## config.mk

```make
export PLATFORM = sky130hd
export DESIGN_NAME = mem_issue_queue
export DESIGN_NICKNAME = d
export VERILOG_FILES = /design/src/rtl/mem_issue_queue_pkg.sv /design/src/rtl/mem_issue_queue_ptr_ctrl.sv /design/src/rtl/mem_issue_queue.sv
export SDC_FILE = /design/constraint.sdc
export NUM_CORES = 1
export LEC_CHECK = 0
export BUFFER_PORTS_ARGS = -buffer_cell sky130_fd_sc_hd__buf_2
export CAP_MARGIN = 10
export CORE_MARGIN = 4
export CORE_UTILIZATION = 50
export CTS_CLUSTER_SIZE = 20
export DETAILED_ROUTE_END_ITERATION = 10
export MAX_ROUTING_LAYER = met4
export PLACE_DENSITY = 0.69
export SLEW_MARGIN = 10
export SYNTH_ARGS = -nofsm -noshare
export SYNTH_HDL_FRONTEND = slang
export SYNTH_SLANG_ARGS = --single-unit
```

## constraint.sdc

```tcl
create_clock -name clock -period 8.51 [get_ports clock]
set_input_delay 1.702 -clock clock [delete_from_list [all_inputs] [get_ports clock]]
set_output_delay 1.702 -clock clock [all_outputs]
set_load 0.01 [all_outputs]
```

## src/rtl/mem_issue_queue_pkg.sv

```systemverilog
// Shared types for the memory issue queue: micro-op layout and
// functional-unit / memory-access encodings.
package mem_issue_queue_pkg;

    localparam int unsigned PRF_SIZE = 64;
    localparam int unsigned PREG_W   = $clog2(PRF_SIZE);
    localparam int unsigned IMM_W    = 32;

    typedef enum logic [2:0] {
        FU_NONE = 3'd0,
        FU_ALU  = 3'd1,
        FU_MUL  = 3'd2,
        FU_MEM  = 3'd3,
        FU_BR   = 3'd4
    } fu_code_t;

    typedef enum logic {
        MEM_LOAD  = 1'b0,
        MEM_STORE = 1'b1
    } mem_type_t;

    typedef enum logic [1:0] {
        MEM_B = 2'd0,
        MEM_H = 2'd1,
        MEM_W = 2'd2,
        MEM_D = 2'd3
    } mem_size_t;

    typedef struct packed {
        logic              valid;
        fu_code_t          fu_code;
        mem_type_t         mem_type;
        mem_size_t         mem_size;
        logic [IMM_W-1:0]  imm;
        logic [PREG_W-1:0] prs1;
        logic [PREG_W-1:0] prs2;
        logic              rs1_valid;
        logic              rs2_valid;
    } micro_op_t;

    // A dispatch lane belongs to this queue only if it is a live memory op.
    function automatic logic is_mem_candidate(micro_op_t u);
        return u.valid && (u.fu_code == FU_MEM);
    endfunction

endpackage

```

## src/rtl/mem_issue_queue_ptr_ctrl.sv

```systemverilog
// Circular-buffer pointer control shared by the issue queues: head/tail
// pointers with a wrap bit, registered occupancy and free-slot check.
module iq_ptr_ctrl #(
    parameter  int unsigned DEPTH     = 8,
    parameter  int unsigned ENQ_WIDTH = 2,
    localparam int unsigned PTR_W     = $clog2(DEPTH) + 1
) (
    input  logic             clock,
    input  logic             reset,
    input  logic             flush,
    input  logic [PTR_W-1:0] enq_count,
    input  logic             deq,
    output logic [PTR_W-1:0] head,
    output logic [PTR_W-1:0] tail,
    output logic [PTR_W-1:0] count,
    output logic             full,
    output logic             empty,
    output logic             enq_ready
);

    localparam int unsigned IDX_W = PTR_W - 1;
    localparam logic [PTR_W-1:0] DEPTH_P     = PTR_W'(DEPTH);
    localparam logic [PTR_W-1:0] ENQ_WIDTH_P = PTR_W'(ENQ_WIDTH);

    logic [PTR_W-1:0] free_slots;

    // Pointer and occupancy registers; flush squashes like reset.
    always_ff @(posedge clock) begin
        if (reset || flush) begin
            head  <= '0;
            tail  <= '0;
            count <= '0;
        end else begin
            head  <= head + PTR_W'(deq);
            tail  <= tail + enq_count;
            count <= count + enq_count - PTR_W'(deq);
        end
    end

    // Status derived from registered state only, never from this cycle's dequeue.
    always_comb begin
        free_slots = DEPTH_P - count;
        enq_ready  = (free_slots >= ENQ_WIDTH_P);
        empty      = (head == tail);
        full       = (head[IDX_W-1:0] == tail[IDX_W-1:0]) && (head[IDX_W] != tail[IDX_W]);
    end

endmodule

```

## src/rtl/mem_issue_queue.sv

```systemverilog
// In-order memory issue queue: buffers memory uops from dispatch, waits for
// source operands of the head entry and issues one uop at a time to the
// memory pipe, honouring its busy handshake.
module mem_issue_queue
    import mem_issue_queue_pkg::*;
#(
    parameter int unsigned DEPTH     = 8,
    parameter int unsigned ENQ_WIDTH = 2
) (
    input  logic                  clock,
    input  logic                  reset,
    input  logic                  flush,
    input  micro_op_t             enq_uop [ENQ_WIDTH],
    output logic                  enq_ready,
    input  logic [PRF_SIZE-1:0]   prf_ready,
    input  logic                  mem_busy,
    output micro_op_t             issue_uop,
    output logic [$clog2(DEPTH):0] count
);

    localparam int unsigned PTR_W = $clog2(DEPTH) + 1;
    localparam int unsigned IDX_W = PTR_W - 1;

    logic [PTR_W-1:0] head;
    logic [PTR_W-1:0] tail;
    logic             full;
    logic             empty;
    logic [PTR_W-1:0] n_enq;
    logic             do_issue;
    logic             guard;

    micro_op_t        entries [DEPTH];
    logic [DEPTH-1:0] entry_valid;
    logic [DEPTH-1:0] wr_en;
    micro_op_t        wr_data [DEPTH];
    logic [IDX_W-1:0] wr_slot;

    logic [IDX_W-1:0] head_idx;
    micro_op_t        head_uop;
    logic             rs1_ok;
    logic             rs2_ok;

    iq_ptr_ctrl #(
        .DEPTH     (DEPTH),
        .ENQ_WIDTH (ENQ_WIDTH)
    ) u_ptr (
        .clock     (clock),
        .reset     (reset),
        .flush     (flush),
        .enq_count (n_enq),
        .deq       (do_issue),
        .head      (head),
        .tail      (tail),
        .count     (count),
        .full      (full),
        .empty     (empty),
        .enq_ready (enq_ready)
    );

    // Compact candidate lanes in lane order onto consecutive slots from tail.
    always_comb begin
        wr_en   = '0;
        n_enq   = '0;
        wr_slot = '0;
        for (int unsigned i = 0; i < DEPTH; i++) begin
            wr_data[i] = '0;
        end
        for (int unsigned lane = 0; lane < ENQ_WIDTH; lane++) begin
            if (enq_ready && !full && is_mem_candidate(enq_uop[lane])) begin
                wr_slot          = tail[IDX_W-1:0] + n_enq[IDX_W-1:0];
                wr_en[wr_slot]   = 1'b1;
                wr_data[wr_slot] = enq_uop[lane];
                n_enq            = n_enq + PTR_W'(1);
            end
        end
    end

    // Head entry operand readiness and the single-issue decision.
    always_comb begin
        head_idx = head[IDX_W-1:0];
        head_uop = entries[head_idx];
        rs1_ok   = !head_uop.rs1_valid || prf_ready[head_uop.prs1];
        rs2_ok   = !head_uop.rs2_valid || prf_ready[head_uop.prs2];
        do_issue = !flush && !empty && entry_valid[head_idx] && rs1_ok && rs2_ok
                   && !mem_busy && !guard;
    end

    // Entry payload storage; only meaningful where the matching valid bit is set.
    always_ff @(posedge clock) begin
        for (int unsigned i = 0; i < DEPTH; i++) begin
            if (wr_en[i]) begin
                entries[i] <= wr_data[i];
            end
        end
    end

    // Entry valid bits: set on enqueue, cleared when the head issues or on squash.
    always_ff @(posedge clock) begin
        if (reset || flush) begin
            entry_valid <= '0;
        end else begin
            if (do_issue) begin
                entry_valid[head_idx] <= 1'b0;
            end
            for (int unsigned i = 0; i < DEPTH; i++) begin
                if (wr_en[i]) begin
                    entry_valid[i] <= 1'b1;
                end
            end
        end
    end

    // Issue register: valid pulses for one cycle, payload holds until the next issue;
    // guard blocks the cycle after an issue, before the pipe can raise busy.
    always_ff @(posedge clock) begin
        if (reset) begin
            issue_uop <= '0;
            guard     <= 1'b0;
        end else if (do_issue) begin
            issue_uop       <= head_uop;
            issue_uop.valid <= 1'b1;
            guard           <= 1'b1;
        end else begin
            issue_uop.valid <= 1'b0;
            guard           <= 1'b0;
        end
    end

endmodule

```

==> summary.txt <==
fmax = 166.0 MHz
peak supply drop = 153.9 uV
Synth top area share = 51.41%
gpl congestion = 0.9141
combinational share of power = 4.2%
synth cell count leaders = 446 x a22o_1, 416 x edfxtp_1, 127 x clkbuf_1
largest net degree at the start of global routing = 62
R2R Path Start = u_ptr.head[2]
Horiz. Die Dim = 228.4 um
Reg power frac = 51.5%
post-cts resize count = 0
R2R depth = 17
synthesized flop and latch total = 489
clk slew on worst S/H paths = 0.06 ns
Critical path destination = u_ptr.count[2]
Worst path depth = 17
final setup TNS = 0 ns
Mapped Area = 24300 sq um
Routed WL = 83780 um
outcome = finished, final reports clean
first-pass GRT wire length = 121400 um
Longest Clk Path Bufs = 3
number of top-level pins = 232
Core Region = 47850 sq um
CP Data Required Time = 8.98 ns
Fin. Hold Viols = 0
crit path cell chain = buf_4 -> mux2i_1 -> a221oi_1 -> o221ai_4 -> nor2_1 -> a211o_1 -> and4_1 -> nor4_1 -> a211o_4 -> nor2_2 -> buf_4 -> ha_1 -> inv_1 -> ha_1 -> fa_1 -> xnor2_1 -> nor2_1
post-synthesis sequential area ratio = 57.43%
full die area = 52190 sq um
TritonCTS Buffers = 50
Clock Power Share = 44.3%
MaxCap Viol Count = 0
wire per inst = 31.57 um
fin crit share = 70.79%
clk sink count = 489
CP max-delay cell = dfxtp_4
CTS tree = yes
Core Util, Final = 56.93%
root buffer cell = clkbuf_16
Final Slew Violations = 0
vias in the first global route = 18510
crit path max fanout = 45
Worst Setup End Kind = register
Netlist cell types = 73
Pleak = 10.14 nW
crit-path max cell delay = 0.83 ns
H-tree depth = 2
post-route ant nets = 0
sw power = 1.080 mW
critical path startpoint category = register
# port buffers = 231
R2R setup slack = 2.49 ns
Clock Skews = 0.01504 ns
total power draw = 5.014 mW
Worst Path Class, Setup = register to register
final hold slack = 0.4534 ns
switching power share of the total = 21.54%
detailed-route via count = 18820
first-pass iteration count of the detailed router = 7
Yosys warning total = 0
later-pin clock latency in the skew report = 0.60 ns
number of synthesized flops with an enable pin = 416
GRT Resource Usage Total = 31.61%
DR vias/cell = 7.092
DRT iter0 DRCs = 2550
Syn Inst Count = 1923
DRC errors left = 0
Critical R2R Capture = u_ptr.count[2]
final setup fails = 0
FFs w/ async S/R, synth = 0%
share of layout cells above drive strength 1 = 21.73%
floorplan row count = 80
Area growth, synth to finish = 12.11%
Synth area leader = edfxtp_1
Worst slew margin = 12.31%
Top delay family on crit path = compound AO/OA/AOI/OAI gates
pwr dens = 184.1 nW/um^2
Tightest Pin Transition = 1.314 ns
RSZ-0062 raised after global routing = false
initial antenna violation count = 12
crit path launch = u_ptr.head[2]
average cell area after synthesis = 12.64 sq um
Worst Hold Class = register to register
final HPWL from detailed placement = 46480 um
critical path buffer and inverter count = 3
crit path time final = 6.024 ns
fin nets = 2175
setup bufs post-CTS = 0
internal power = 3.934 mW
predominant post-synthesis flop cell = edfxtp_1
GRT overflow = 0
Area contributors post-synth = edfxtp_1 51%, a22o_1 16%, dfxtp_1 6.0%
die height = 228.4 um
Hold Buf Count CTS = 0
Worst EP arrival = 6.50 ns
most frequent cell after synthesis = a22o_1
initial cell density of the core = 50.78%
-- worst min path at each step --
| stage | start | to | cells past startpoint |
|---|---|---|---|
| finish | issue_uop[31] | issue_uop[31] | 2 |
| floorplan | entry_valid[6] | entry_valid[6] | 2 |
| global route | issue_uop[35] | issue_uop[35] | 2 |
| detailed placement | issue_uop[15] | issue_uop[15] | 2 |
| CTS | issue_uop[31] | issue_uop[31] | 2 |
| global placement | issue_uop[19] | issue_uop[19] | 2 |
-- flip-flops by register name, indices dropped and copies added, names as in the netlist --
name	count
u_ptr.count	4
entry_valid	8
issue_uop	52
u_ptr.head	4
guard	1
entries	416
u_ptr.tail	4
-- through the flow --
step | cells | worst slack [ns] | area (sq um)
finish | 2654 | 2.486 | 27240
global route | 2652 | 2.186 | 27230
CTS | 2640 | 2.565 | 27200
detailed placement | 2548 | 2.550 | 25560
global placement | 2548 | 2.704 | 25560
floorplan | 1930 | 1.363 | 24320
-- kinds of logic (layout without fill, tap and decap cells) --
family / Yosys count / after routing / share of synthesized area [%]
mux: 123 / 123 / 6.081
simple gates: 222 / 222 / 4.501
xor+xnor: 13 / 13 / 0.4686
compound gates: 748 / 748 / 25.11
fa+ha+maj: 16 / 16 / 0.8857
other cells: 1 / 22 / 0.01543
flops: 489 / 489 / 57.43
buf+inv: 311 / 406 / 5.510
-- layout by cell type, fill, tap and decap left out, types with 11 or more instances in the layout --
master	n
o21ai_1	13
edfxtp_1	416
nor2_1	52
clkinv_2	14
clkbuf_8	12
or3_1	15
mux2_2	25
a221oi_1	83
ha_1	14
nand2_1	58
mux4_2	16
clkbuf_16	52
buf_2	231
clkbuf_1	16
a22o_1	446
a211o_1	31
nor3_1	11
buf_4	43
inv_1	32
mux2i_1	79
a21oi_1	60
dfxtp_1	70
or4_1	11
diode_2	14
o21ai_0	48
-- routing by layer --
layer / track usage, % / routed length [um] / vias to the layer above
met3: 7.029 / 9337 / 227
met4: 11.88 / 2718 / 0
met2: 49.21 / 39220 / 1320
li1: - / - / 7858
met1: 40.92 / 32510 / 9417
met5: - / 0 / -
-- worst register-to-register path, cell delays in order (launching register included) --
cell and delay, ns:
dfxtp_4 0.83, buf_4 0.63, mux2i_1 0.27, a221oi_1 0.13, o221ai_4 0.80, nor2_1 0.30, a211o_1 0.35, and4_1 0.19
nor4_1 0.36, a211o_4 0.43, nor2_2 0.10, buf_4 0.26, ha_1 0.33, inv_1 0.05, ha_1 0.22, fa_1 0.44
xnor2_1 0.17, nor2_1 0.05
-- power groups by stage --
stage	Clock, mW	Combinational (mW)	Sequential (mW)
final	2.22	0.211	2.58
after global routing	2.33	0.224	2.58
after CTS	2.23	0.206	2.58
after detailed placement	0	0.205	2.63
after global placement	0	0.202	2.63
after floorplan	0	0.125	2.63
-- layout make-up --
type,instances,area (sq um)
Antenna cell,14,35.03
Clock inverter,12,116.4
Tap cell,615,769.5
Timing Repair Buffer,274,1479
Inverter,40,158.9
Sequential cell,489,13960
Clock buffer,80,1526
Fill cell,3853,20610
Multi-Input combinational cell,1130,9195
Note: power is estimated with default switching activity, not from simulation.
